**src/rtl/collapsering_pkg.sv**
```systemverilog
// Shared types and widths for the collapsering controller.
package collapsering_pkg;

    localparam int TRIM_W = 28;
    localparam int MUX_W  = 3;
    localparam int CNT_W  = 16;

    typedef enum logic [2:0] {
        IDLE,
        LOAD,
        FIRE,
        COUNT,
        HOLD
    } state_t;

    function automatic int maxOf(input int a, input int b);
        return (a > b) ? a : b;
    endfunction

endpackage

```
**src/rtl/collapsering_ctrl_if.sv**
```systemverilog
// Command and result handshake between a host and the collapsering controller.
interface collapsering_ctrl_if;
    import collapsering_pkg::*;

    logic             cmd_start;
    logic             cmd_busy;
    logic             result_valid;
    logic             result_ready;
    logic             result_bit;
    logic [CNT_W-1:0] result_count;
    logic             result_timeout;

    modport master (
        output cmd_start, result_ready,
        input  cmd_busy, result_valid, result_bit, result_count, result_timeout
    );

    modport slave (
        input  cmd_start, result_ready,
        output cmd_busy, result_valid, result_bit, result_count, result_timeout
    );

endinterface

```
**src/rtl/collapsering_sync.sv**
```systemverilog
// Brings the free-running ring output into wb_clk_i and flags each rising edge.
module collapsering_sync (
    input  logic wb_clk_i,
    input  logic wb_rst_ni,
    input  logic async_i,
    output logic rise_o
);

    logic r_meta;
    logic r_sync;
    logic r_prev;

    always_ff @(posedge wb_clk_i or negedge wb_rst_ni) begin
        if (!wb_rst_ni) begin
            r_meta <= 1'b0;
            r_sync <= 1'b0;
            r_prev <= 1'b0;
        end else begin
            r_meta <= async_i;
            r_sync <= r_meta;
            r_prev <= r_sync;
        end
    end

    assign rise_o = r_sync & ~r_prev;

endmodule

```
**src/rtl/collapsering_ctrl.sv**
```systemverilog
// Sequences one collapsering run (or Von Neumann pairs of runs) and reports the edge count.
// Define COLLAPSERING_CTRL_VONNEUMANN_EN to debias result_bit over pairs of runs.
module collapsering_ctrl
    import collapsering_pkg::*;
#(
    parameter int SETTLE_CYCLES = 4,
    parameter int START_CYCLES  = 2,
    parameter int QUIET_CYCLES  = 64,
    parameter int WINDOW_CYCLES = 4096
) (
    input  logic              wb_clk_i,
    input  logic              wb_rst_ni,
    input  logic [TRIM_W-1:0] cfg_trim_a,
    input  logic [TRIM_W-1:0] cfg_trim_b,
    input  logic [MUX_W-1:0]  cfg_clkmux,
    output logic              ring_start,
    output logic [TRIM_W-1:0] ring_trim_a,
    output logic [TRIM_W-1:0] ring_trim_b,
    output logic [MUX_W-1:0]  ring_clkmux,
    input  logic              ring_clk,
    collapsering_ctrl_if.slave bus
);

    localparam int STEP_W  = $clog2(maxOf(SETTLE_CYCLES, START_CYCLES)) + 1;
    localparam int QUIET_W = $clog2(QUIET_CYCLES) + 1;
    localparam int WIN_W   = $clog2(WINDOW_CYCLES) + 1;

    state_t             r_state;
    state_t             w_state_next;
    logic [STEP_W-1:0]  r_step;
    logic [QUIET_W-1:0] r_quiet;
    logic [WIN_W-1:0]   r_win;
    logic [CNT_W-1:0]   r_edge_cnt;
    logic [CNT_W-1:0]   w_cnt_next;
    logic [TRIM_W-1:0]  r_trim_a;
    logic [TRIM_W-1:0]  r_trim_b;
    logic [MUX_W-1:0]   r_clkmux;
    logic [CNT_W-1:0]   r_res_count;
    logic               r_res_bit;
    logic               r_res_timeout;
    logic               w_rise;
    logic               w_counting;
    logic               w_win_hit;
    logic               w_quiet_hit;
    logic               w_capture;
    logic               w_hold_entry;
    logic               w_timeout;
    logic               w_res_bit;
`ifdef COLLAPSERING_CTRL_VONNEUMANN_EN
    logic               r_second;
    logic               r_first_par;
    logic               w_rerun;
`endif

    collapsering_sync u_sync (
        .wb_clk_i  (wb_clk_i),
        .wb_rst_ni (wb_rst_ni),
        .async_i   (ring_clk),
        .rise_o    (w_rise)
    );

    assign w_capture   = (r_state == IDLE) && bus.cmd_start;
    assign w_counting  = (r_state == FIRE) || (r_state == COUNT);
    assign w_win_hit   = w_counting && (r_win == WIN_W'(WINDOW_CYCLES - 1));
    assign w_quiet_hit = (r_state == COUNT) && !w_rise && (r_quiet == QUIET_W'(QUIET_CYCLES - 1));
    // The edge seen on the cycle we leave COUNT must still land in the result.
    assign w_cnt_next  = (w_counting && w_rise && (r_edge_cnt != {CNT_W{1'b1}}))
                         ? r_edge_cnt + CNT_W'(1) : r_edge_cnt;

    always_comb begin
        w_state_next = r_state;
        w_hold_entry = 1'b0;
        w_timeout    = 1'b0;
        w_res_bit    = w_cnt_next[0];
`ifdef COLLAPSERING_CTRL_VONNEUMANN_EN
        w_rerun      = 1'b0;
`endif
        case (r_state)
            IDLE: if (bus.cmd_start) w_state_next = LOAD;
            LOAD: if (r_step == STEP_W'(SETTLE_CYCLES - 1)) w_state_next = FIRE;
            FIRE, COUNT: begin
                if (w_win_hit) begin
                    w_state_next = HOLD;
                    w_hold_entry = 1'b1;
                    w_timeout    = 1'b1;
                end else if (r_state == FIRE) begin
                    if (r_step == STEP_W'(START_CYCLES - 1)) w_state_next = COUNT;
                end else if (w_quiet_hit) begin
`ifdef COLLAPSERING_CTRL_VONNEUMANN_EN
                    if (r_second && (r_first_par != w_cnt_next[0])) begin
                        w_state_next = HOLD;
                        w_hold_entry = 1'b1;
                        w_res_bit    = r_first_par;
                    end else begin
                        w_state_next = LOAD;
                        w_rerun      = 1'b1;
                    end
`else
                    w_state_next = HOLD;
                    w_hold_entry = 1'b1;
`endif
                end
            end
            HOLD: if (bus.result_ready) w_state_next = IDLE;
            default: w_state_next = IDLE;
        endcase
    end

    always_ff @(posedge wb_clk_i or negedge wb_rst_ni) begin
        if (!wb_rst_ni) begin
            r_state       <= IDLE;
            r_step        <= '0;
            r_quiet       <= '0;
            r_win         <= '0;
            r_edge_cnt    <= '0;
            r_trim_a      <= '0;
            r_trim_b      <= '0;
            r_clkmux      <= '0;
            r_res_count   <= '0;
            r_res_bit     <= 1'b0;
            r_res_timeout <= 1'b0;
        end else begin
            r_state <= w_state_next;
            r_step  <= ((r_state == LOAD || r_state == FIRE) && (w_state_next == r_state))
                       ? r_step + STEP_W'(1) : '0;
            r_quiet <= ((r_state == COUNT) && !w_rise) ? r_quiet + QUIET_W'(1) : '0;
            if (r_state == LOAD)
                r_win <= '0;
            else if (w_counting)
                r_win <= r_win + WIN_W'(1);
            if (w_capture || (r_state == LOAD))
                r_edge_cnt <= '0;
            else if (w_counting)
                r_edge_cnt <= w_cnt_next;
            if (w_capture) begin
                r_trim_a <= cfg_trim_a;
                r_trim_b <= cfg_trim_b;
                r_clkmux <= cfg_clkmux;
            end
            if (w_hold_entry) begin
                r_res_count   <= w_cnt_next;
                r_res_bit     <= w_res_bit;
                r_res_timeout <= w_timeout;
            end
        end
    end

`ifdef COLLAPSERING_CTRL_VONNEUMANN_EN
    // First run of a pair stores its parity; a matching second run discards the pair.
    always_ff @(posedge wb_clk_i or negedge wb_rst_ni) begin
        if (!wb_rst_ni) begin
            r_second    <= 1'b0;
            r_first_par <= 1'b0;
        end else if (w_capture) begin
            r_second <= 1'b0;
        end else if (w_rerun) begin
            r_second <= ~r_second;
            if (!r_second) r_first_par <= w_cnt_next[0];
        end
    end
`endif

    assign ring_start         = (r_state == FIRE);
    assign ring_trim_a        = r_trim_a;
    assign ring_trim_b        = r_trim_b;
    assign ring_clkmux        = r_clkmux;
    assign bus.cmd_busy       = (r_state != IDLE);
    assign bus.result_valid   = (r_state == HOLD);
    assign bus.result_bit     = r_res_bit;
    assign bus.result_count   = r_res_count;
    assign bus.result_timeout = r_res_timeout;

endmodule

```
**src/flat_wrapper.sv**
```systemverilog
// flat-port wrapper written by rule: the top's interface ports become plain ports
module collapsering_ctrl_flat import collapsering_pkg::*;
#(
    parameter int SETTLE_CYCLES = 4,
    parameter int START_CYCLES  = 2,
    parameter int QUIET_CYCLES  = 64,
    parameter int WINDOW_CYCLES = 4096
)
  (wb_clk_i, wb_rst_ni, cfg_trim_a, cfg_trim_b, cfg_clkmux, ring_start, ring_trim_a, ring_trim_b, ring_clkmux, ring_clk, bus_cmd_start, bus_result_ready, bus_cmd_busy, bus_result_valid, bus_result_bit, bus_result_count, bus_result_timeout);
  collapsering_ctrl_if bus_i ();
  input  logic wb_clk_i;
  input  logic wb_rst_ni;
  input  logic [TRIM_W-1:0] cfg_trim_a;
  input  logic [TRIM_W-1:0] cfg_trim_b;
  input  logic [MUX_W-1:0] cfg_clkmux;
  output logic ring_start;
  output logic [TRIM_W-1:0] ring_trim_a;
  output logic [TRIM_W-1:0] ring_trim_b;
  output logic [MUX_W-1:0] ring_clkmux;
  input  logic ring_clk;
  input wire logic [$bits(bus_i.cmd_start)-1:0] bus_cmd_start;
  input wire logic [$bits(bus_i.result_ready)-1:0] bus_result_ready;
  output wire logic [$bits(bus_i.cmd_busy)-1:0] bus_cmd_busy;
  output wire logic [$bits(bus_i.result_valid)-1:0] bus_result_valid;
  output wire logic [$bits(bus_i.result_bit)-1:0] bus_result_bit;
  output wire logic [$bits(bus_i.result_count)-1:0] bus_result_count;
  output wire logic [$bits(bus_i.result_timeout)-1:0] bus_result_timeout;
  assign bus_i.cmd_start = bus_cmd_start;
  assign bus_i.result_ready = bus_result_ready;
  assign bus_cmd_busy = bus_i.cmd_busy;
  assign bus_result_valid = bus_i.result_valid;
  assign bus_result_bit = bus_i.result_bit;
  assign bus_result_count = bus_i.result_count;
  assign bus_result_timeout = bus_i.result_timeout;
  collapsering_ctrl #(.SETTLE_CYCLES(SETTLE_CYCLES), .START_CYCLES(START_CYCLES), .QUIET_CYCLES(QUIET_CYCLES), .WINDOW_CYCLES(WINDOW_CYCLES)) u_core (.wb_clk_i(wb_clk_i), .wb_rst_ni(wb_rst_ni), .cfg_trim_a(cfg_trim_a), .cfg_trim_b(cfg_trim_b), .cfg_clkmux(cfg_clkmux), .ring_start(ring_start), .ring_trim_a(ring_trim_a), .ring_trim_b(ring_trim_b), .ring_clkmux(ring_clkmux), .ring_clk(ring_clk), .bus(bus_i));
endmodule
```
**config.mk**
```make
export PLATFORM = sky130hd
export DESIGN_NAME = collapsering_ctrl_flat
export DESIGN_NICKNAME = d
export VERILOG_FILES = /design/src/rtl/collapsering_pkg.sv /design/src/rtl/collapsering_ctrl_if.sv /design/src/rtl/collapsering_sync.sv /design/src/rtl/collapsering_ctrl.sv /design/src/flat_wrapper.sv
export SDC_FILE = /design/constraint.sdc
export NUM_CORES = 1
export LEC_CHECK = 0
export ABC_AREA = 1
export BUFFER_PORTS_ARGS = -buffer_cell sky130_fd_sc_hd__clkbuf_2
export CAP_MARGIN = 20
export CORE_MARGIN = 1
export CORE_UTILIZATION = 50
export CTS_CLUSTER_SIZE = 40
export DETAILED_ROUTE_END_ITERATION = 12
export PLACE_DENSITY = 0.85
export SKIP_CTS_REPAIR_TIMING = 1
export SYNTH_ARGS = -nofsm -noshare
export SYNTH_HDL_FRONTEND = slang
export SYNTH_SLANG_ARGS = --single-unit
export TNS_END_PERCENT = 20
```
**constraint.sdc**
```tcl
create_clock -name wb_clk_i -period 5.3 [get_ports wb_clk_i]
set_clock_uncertainty 0.15 [all_clocks]
set_input_delay 0 -clock wb_clk_i [delete_from_list [all_inputs] [get_ports wb_clk_i]]
set_output_delay 0 -clock wb_clk_i [all_outputs]
set_load 0.1 [all_outputs]
```
Yosys cells after proc, flatten, opt, wreduce, memory -nomap -nowiden
Index checks and enable logic that the tools add are counted.

Output and inout port bits: 80. Register bits after elaboration: 122. Logic and storage cells: 67. Input bits: 64.

Bitwise logic cells: 2. Add/sub/neg operators: 4. Equal/unequal tests: 10. Mux-type cells: 21. Reductions and logical operators: 16.

Operators by type and width (count): 16-bit two-way mux (3); 13-bit two-way mux (2); 3-bit two-way mux (8); 16-bit by 1-bit adder with 16-bit output (second input constant) (1); 16-bit != test (second input constant) (1); 13-bit by 1-bit adder with 13-bit output (second input constant) (1); 13-bit by 12-bit == test with 1-bit output (second input constant) (1); 3-bit one-hot mux with 4 select lines (1); 3-bit by 2-bit == test with 1-bit output (second input constant) (3); 7-bit by 1-bit adder with 7-bit output (second input constant) (1); 7-bit by 6-bit == test with 1-bit output (second input constant) (1); 1-bit logical AND (7); 7-bit two-way mux (1); 3-bit by 1-bit == test with 1-bit output (second input constant) (2); 1-bit two-way mux (6); 2-bit nonzero test (2); 3-bit by 1-bit adder with 3-bit output (second input constant) (1); 3-bit == test (1); 3-bit == test (second input constant) (1); 3-bit logical NOT (1); 1-bit logical OR (3); 3-bit nonzero test (1); 2-bit OR reduction (1); 1-bit bitwise AND (1); 2 further kinds (2).

Depth between registers and ports, before layout
Depth in word-level cells: 12. Depth in mapped cells: 11. Mapped depth without buffers: 11.

Hierarchy
Synthesis repeated with hierarchy kept, for this count alone.

Cells, all modules: 641. Area total of the unflattened synthesis: 5331.4 sq um.

Modules (own cells, without submodules): collapsering_ctrl (instances 1, area an instance 5246.3 sq um, cells each 636, seq. area each 2952.8 sq um); collapsering_sync (instances 1, area an instance 85.1 sq um, cells each 5, seq. area each 75.1 sq um).

Worst setup path after synthesis
No wires, ideal clock.

Path type: register -> register. Start: reg u_core.r_state[2]. End: reg u_core.r_step[0]. Clock period less this slack: 2.740 ns. Buffers on the path: 0. Setup slack: 2.560 ns. Required time: 5.032 ns. Arrival: 2.472 ns. Cell stages (with the launch flop): 11. Library setup time: 0.118 ns. Path through: dfrtp_1 inv_2 nand2_2 nor2_1 nand3_1 nand2_1 nand2_1 nand2_1 nand2_1 nand3_2 nor2_1.

Elaborated cells on any way between the ends: 22. Those cells by class: 5 x eq/ne; 9 x mux; 8 x reduce/logical.

RTL lines: start: declaration (RTL line collapsering_ctrl.sv:28) `state_t r_state;`; start signal: assignment (RTL line collapsering_ctrl.sv:123) `r_state <= w_state_next;`; 3-bit by 2-bit == test with 1-bit output *; net ring_start (RTL line flat_wrapper.sv:16) `output logic ring_start;`; 1-bit logical OR (RTL line collapsering_ctrl.sv:63) `assign w_counting = (r_state == FIRE) || (r_state == COUNT);`; 1-bit logical AND (RTL line collapsering_ctrl.sv:64) `assign w_win_hit = w_counting && (r_win == WIN_W'(WINDOW_CYCLES - 1));`; 3-bit two-way mux (RTL line collapsering_ctrl.sv:82) `if (w_win_hit) begin`; 3-bit one-hot mux with 4 select lines * (RTL line collapsering_ctrl.sv:78) `case (r_state)`; net u_core.w_state_next[0] (RTL line collapsering_ctrl.sv:29) `state_t w_state_next;`; 3-bit == test * (RTL line collapsering_ctrl.sv:124) `r_step <= ((r_state == LOAD || r_state == FIRE) && (w_state_next == r_state))`; 1-bit logical AND * (RTL line collapsering_ctrl.sv:124); 3-bit two-way mux * (RTL line collapsering_ctrl.sv:125) `? r_step + STEP_W'(1) : '0;`; end signal: assignment (RTL line collapsering_ctrl.sv:124); end: declaration (RTL line collapsering_ctrl.sv:30) `logic [STEP_W-1:0] r_step;`.

Mark *: on every way through the listed nets, which the timed path passes. The rest lies on a longest branch. A chain may end at the register's enable or synchronous reset.

Worst setup path in the final report
Start: reg u_core.r_state[0]. End: reg u_core.r_edge_cnt[14].

Cells in the longest elaborated chain, start to end: 7. Elaborated cells on any way between the ends: 13. Those cells by class: 3 x eq/ne; 3 x mux; 7 x reduce/logical.

Ends and longest elaborated chain: 3-bit by 2-bit == test with 1-bit output (RTL line collapsering_ctrl.sv:63); 1-bit logical OR (RTL line collapsering_ctrl.sv:63); 1-bit logical AND (2 in series) (RTL line collapsering_ctrl.sv:67) `assign w_cnt_next = (w_counting && w_rise && (r_edge_cnt != {CNT_W{1'b1}}))`; 16-bit two-way mux (RTL line collapsering_ctrl.sv:68) `? r_edge_cnt + CNT_W'(1) : r_edge_cnt;`; 16-bit two-way mux (RTL line collapsering_ctrl.sv:133) `else if (w_counting)`; 16-bit two-way mux (RTL line collapsering_ctrl.sv:131) `if (w_capture || (r_state == LOAD))`; end signal: assignment (RTL line collapsering_ctrl.sv:134) `r_edge_cnt <= w_cnt_next;`; end: declaration (RTL line collapsering_ctrl.sv:33) `logic [CNT_W-1:0] r_edge_cnt;`.

Parallel ways exist; a longest one is shown, timed or not. The select of a mux whose other input is x is not followed.

==> results_dict.tcl <==
set metrics [dict create \
    antenna_found_initial 0 \
    maxSlewViolCount 0 \
    clkTransAtPathRegs_ns 0.06 \
    crit_family "simple AND/OR/NAND/NOR gates" \
    worstSetupStartpointType "flip-flop" \
    dr_total_vias 4476 \
    cts_buffer_depth 2 \
    critPathRequiredTime_ns 5.57 \
    cts_tree "done" \
    initial_utilization 0.516 \
    grt_pass1_vias 4325 \
    cp_num_buf_inv 1 \
    syn_to_final_growth_pct 38.9 \
    port_buffers 143 \
    finalSetupViolations 0 \
    place.gp.congestion 0.939 \
    finalHoldViolCount 59 \
    io_pins 144 \
    cts_sinks 121 \
    die_area_um2 11100 \
    yosys.area_share.simple 0.173 \
    fp.dieH_um 105 \
    grt_usage 0.230 \
    ys_ff_latch 121 \
    num_rows 37 \
    hpwl_mm 8.35 \
    synth_xor_area_frac 0.0229 \
    crit_fanout 61 \
    crit_path_end_kind "flip-flop" \
    hold_class "in2async" \
    final_cell_mix "clkbuf_2 (142), dfrtp_1 (121), nand2_1 (116)" \
    core_um2 10400 \
    ys_warn_count 0 \
    crit_chain "nor2_4 > nand3_2 > buf_4 > nand2_1 > a21oi_1" \
    muxShareOfSynthArea 0.124 \
    drt_iter0_markers 230 \
    ff2ff_setup_slack_ns 2.84 \
    syn_nets 591 \
    cts-htree-levels 4 \
    synth_sequential_area_ratio 0.566 \
    wl_mm 14.1 \
    first_pass_iters 4 \
    clk_latency_ns 0.52 \
    grt.overflow.total 0 \
    status "finished, violations left" \
    wl_per_cell_um 16.0 \
    cp_slowest_cell "nand2_1" \
    numCtsBuffers 17 \
    clock_tree.root_cell "clkbuf_8" \
    fill_cells 714 \
    synth_adder_area_share 0.0140 \
    grt_max_degree 63 \
    relSlewSlack 0.476 \
    post-route-period-util 0.464 \
    fp.dieW_um 105 \
    grt_pass1_wl_mm 19.7 \
    ys_types 34 \
    netlist_instances 521 \
    ant_nets 0 \
    cap_violations 0 \
    synthTopCellsByArea "dfrtp_1 (57%), mux2_2 (12%), nand2_1 (8.1%)" \
    drc 0 \
    synth_top_cell_area_share 0.566 \
    nets 804 \
    final.setup.tns_ns 0 \
    avgSynthCellArea_um2 10.3 \
    violations "negative hold slack" \
    synth_area_um2 5350 \
    hold_slack_ns -0.0587 \
    crit_type "reg2reg" \
    via_per_inst 5.07 \
    tightest_slew_ns 0.786 \
    crit_path_max_incr_delay_ns 0.60 \
    rsz0062_at_grt "false" \
    max_freq_mhz 407 \
    arrival_ns 2.73 \
    synth_compound_area_frac 0.0505 \
    synth_top_family_by_area "simple AND/OR/NAND/NOR gates" \
    final_common_cell "clkbuf_2" \
    drive_gt1_frac 0.345 \
    antenna_cells 0 \
    yosys.area.top_type "dfrtp_1" \
    min_period_ns 2.46 \
]
sequential cells by signal, indices dropped and copies added (netlist names):
name,count
u_core.ring_clkmux,3
u_core.r_win,13
u_core.ring_trim_b,28
u_core.ring_trim_a,28
u_core.u_sync.r_meta,1
u_core.r_step,3
u_core.r_quiet,7
u_core.r_state,3
u_core.u_sync.r_sync,1
u_core.bus.result_count,16
u_core.r_edge_cnt,16
u_core.u_sync.r_prev,1
u_core.bus.result_timeout,1
layout make-up:
type / count / area [um^2] / area share
clock buffers: 19 / 442 / 0.0594
clock inverters: 13 / 191 / 0.0258
inverters: 47 / 179 / 0.0241
multi-input cells: 339 / 2060 / 0.277
flip-flops and latches: 121 / 3030 / 0.407
well taps: 136 / 170 / 0.0229
repair buffers: 208 / 1360 / 0.183
per-stage QoR:
step           area (um^2)  worst slack, ns  std cells   util
2_1_floorplan         5350             2.56        521      -
3_3_place_gp          6170             3.04        788  0.595
3_5_place_dp          6170             2.92        788  0.595
4_1_cts               6800             2.90        820  0.656
5_1_grt               7430             2.66        883  0.717
6_report              7430             2.84        883  0.717
cells in the mapped netlist, drive strengths merged:
library cell,number
a211oi,1
a21oi,20
a22o,1
and3,1
buf,13
clkbuf,1
dfrtp,121
ha,6
inv,47
mux2,59
nand2,118
nand3,29
nand4,2
nor2,51
nor3,11
o21ai,23
o21bai,1
o311ai,1
o31ai,1
xnor2,3
xor2,11
path summary, 6_finish.rpt:
| path | startpoint | cells after the start | endpoint |
|---|---|---|---|
| worst max-delay path | u_core.r_state[0] | 5 | u_core.r_edge_cnt[14] |
| worst min-delay path | wb_rst_ni | 2 | u_core.bus.result_count[4] |
| worst max register to register | u_core.r_state[0] | 5 | u_core.r_edge_cnt[14] |
| worst min register to register | u_core.u_sync.r_meta | 0 | u_core.u_sync.r_sync |
| max in group asynchronous | wb_rst_ni | 3 | u_core.ring_trim_b[6] |
| min in group wb_clk_i | cfg_trim_b[16] | 3 | u_core.ring_trim_b[16] |
worst reg2reg max path, stage by stage, from the launching register on:
cell and delay, ns:
dfrtp_1 0.50, nor2_4 0.08, nand3_2 0.06, buf_4 0.58
nand2_1 0.67, a21oi_1 0.32
cells by family (layout without fill, tap and decap cells):
group                      after synthesis  count (layout)
adders and majority gates                6               6
and+or+nand+nor                        212             212
AOI/OAI and AO/OA                       48              48
DFF                                    121             121
muxes                                   59              59
buffers and inverters                   61             287
xor gates and xnor gates                14              14
routing by layer:
metal	vias up	global-route usage	share of wire
met5	-	0	0
met4	0	0.122	0.031
met3	39	0.0724	0.054
met2	174	0.403	0.54
met1	2140	0.248	0.38
li1	2123	-	-
Power is not shown: default switching activity piles up to over one toggle a cycle in this logic, so the estimate is an artifact.
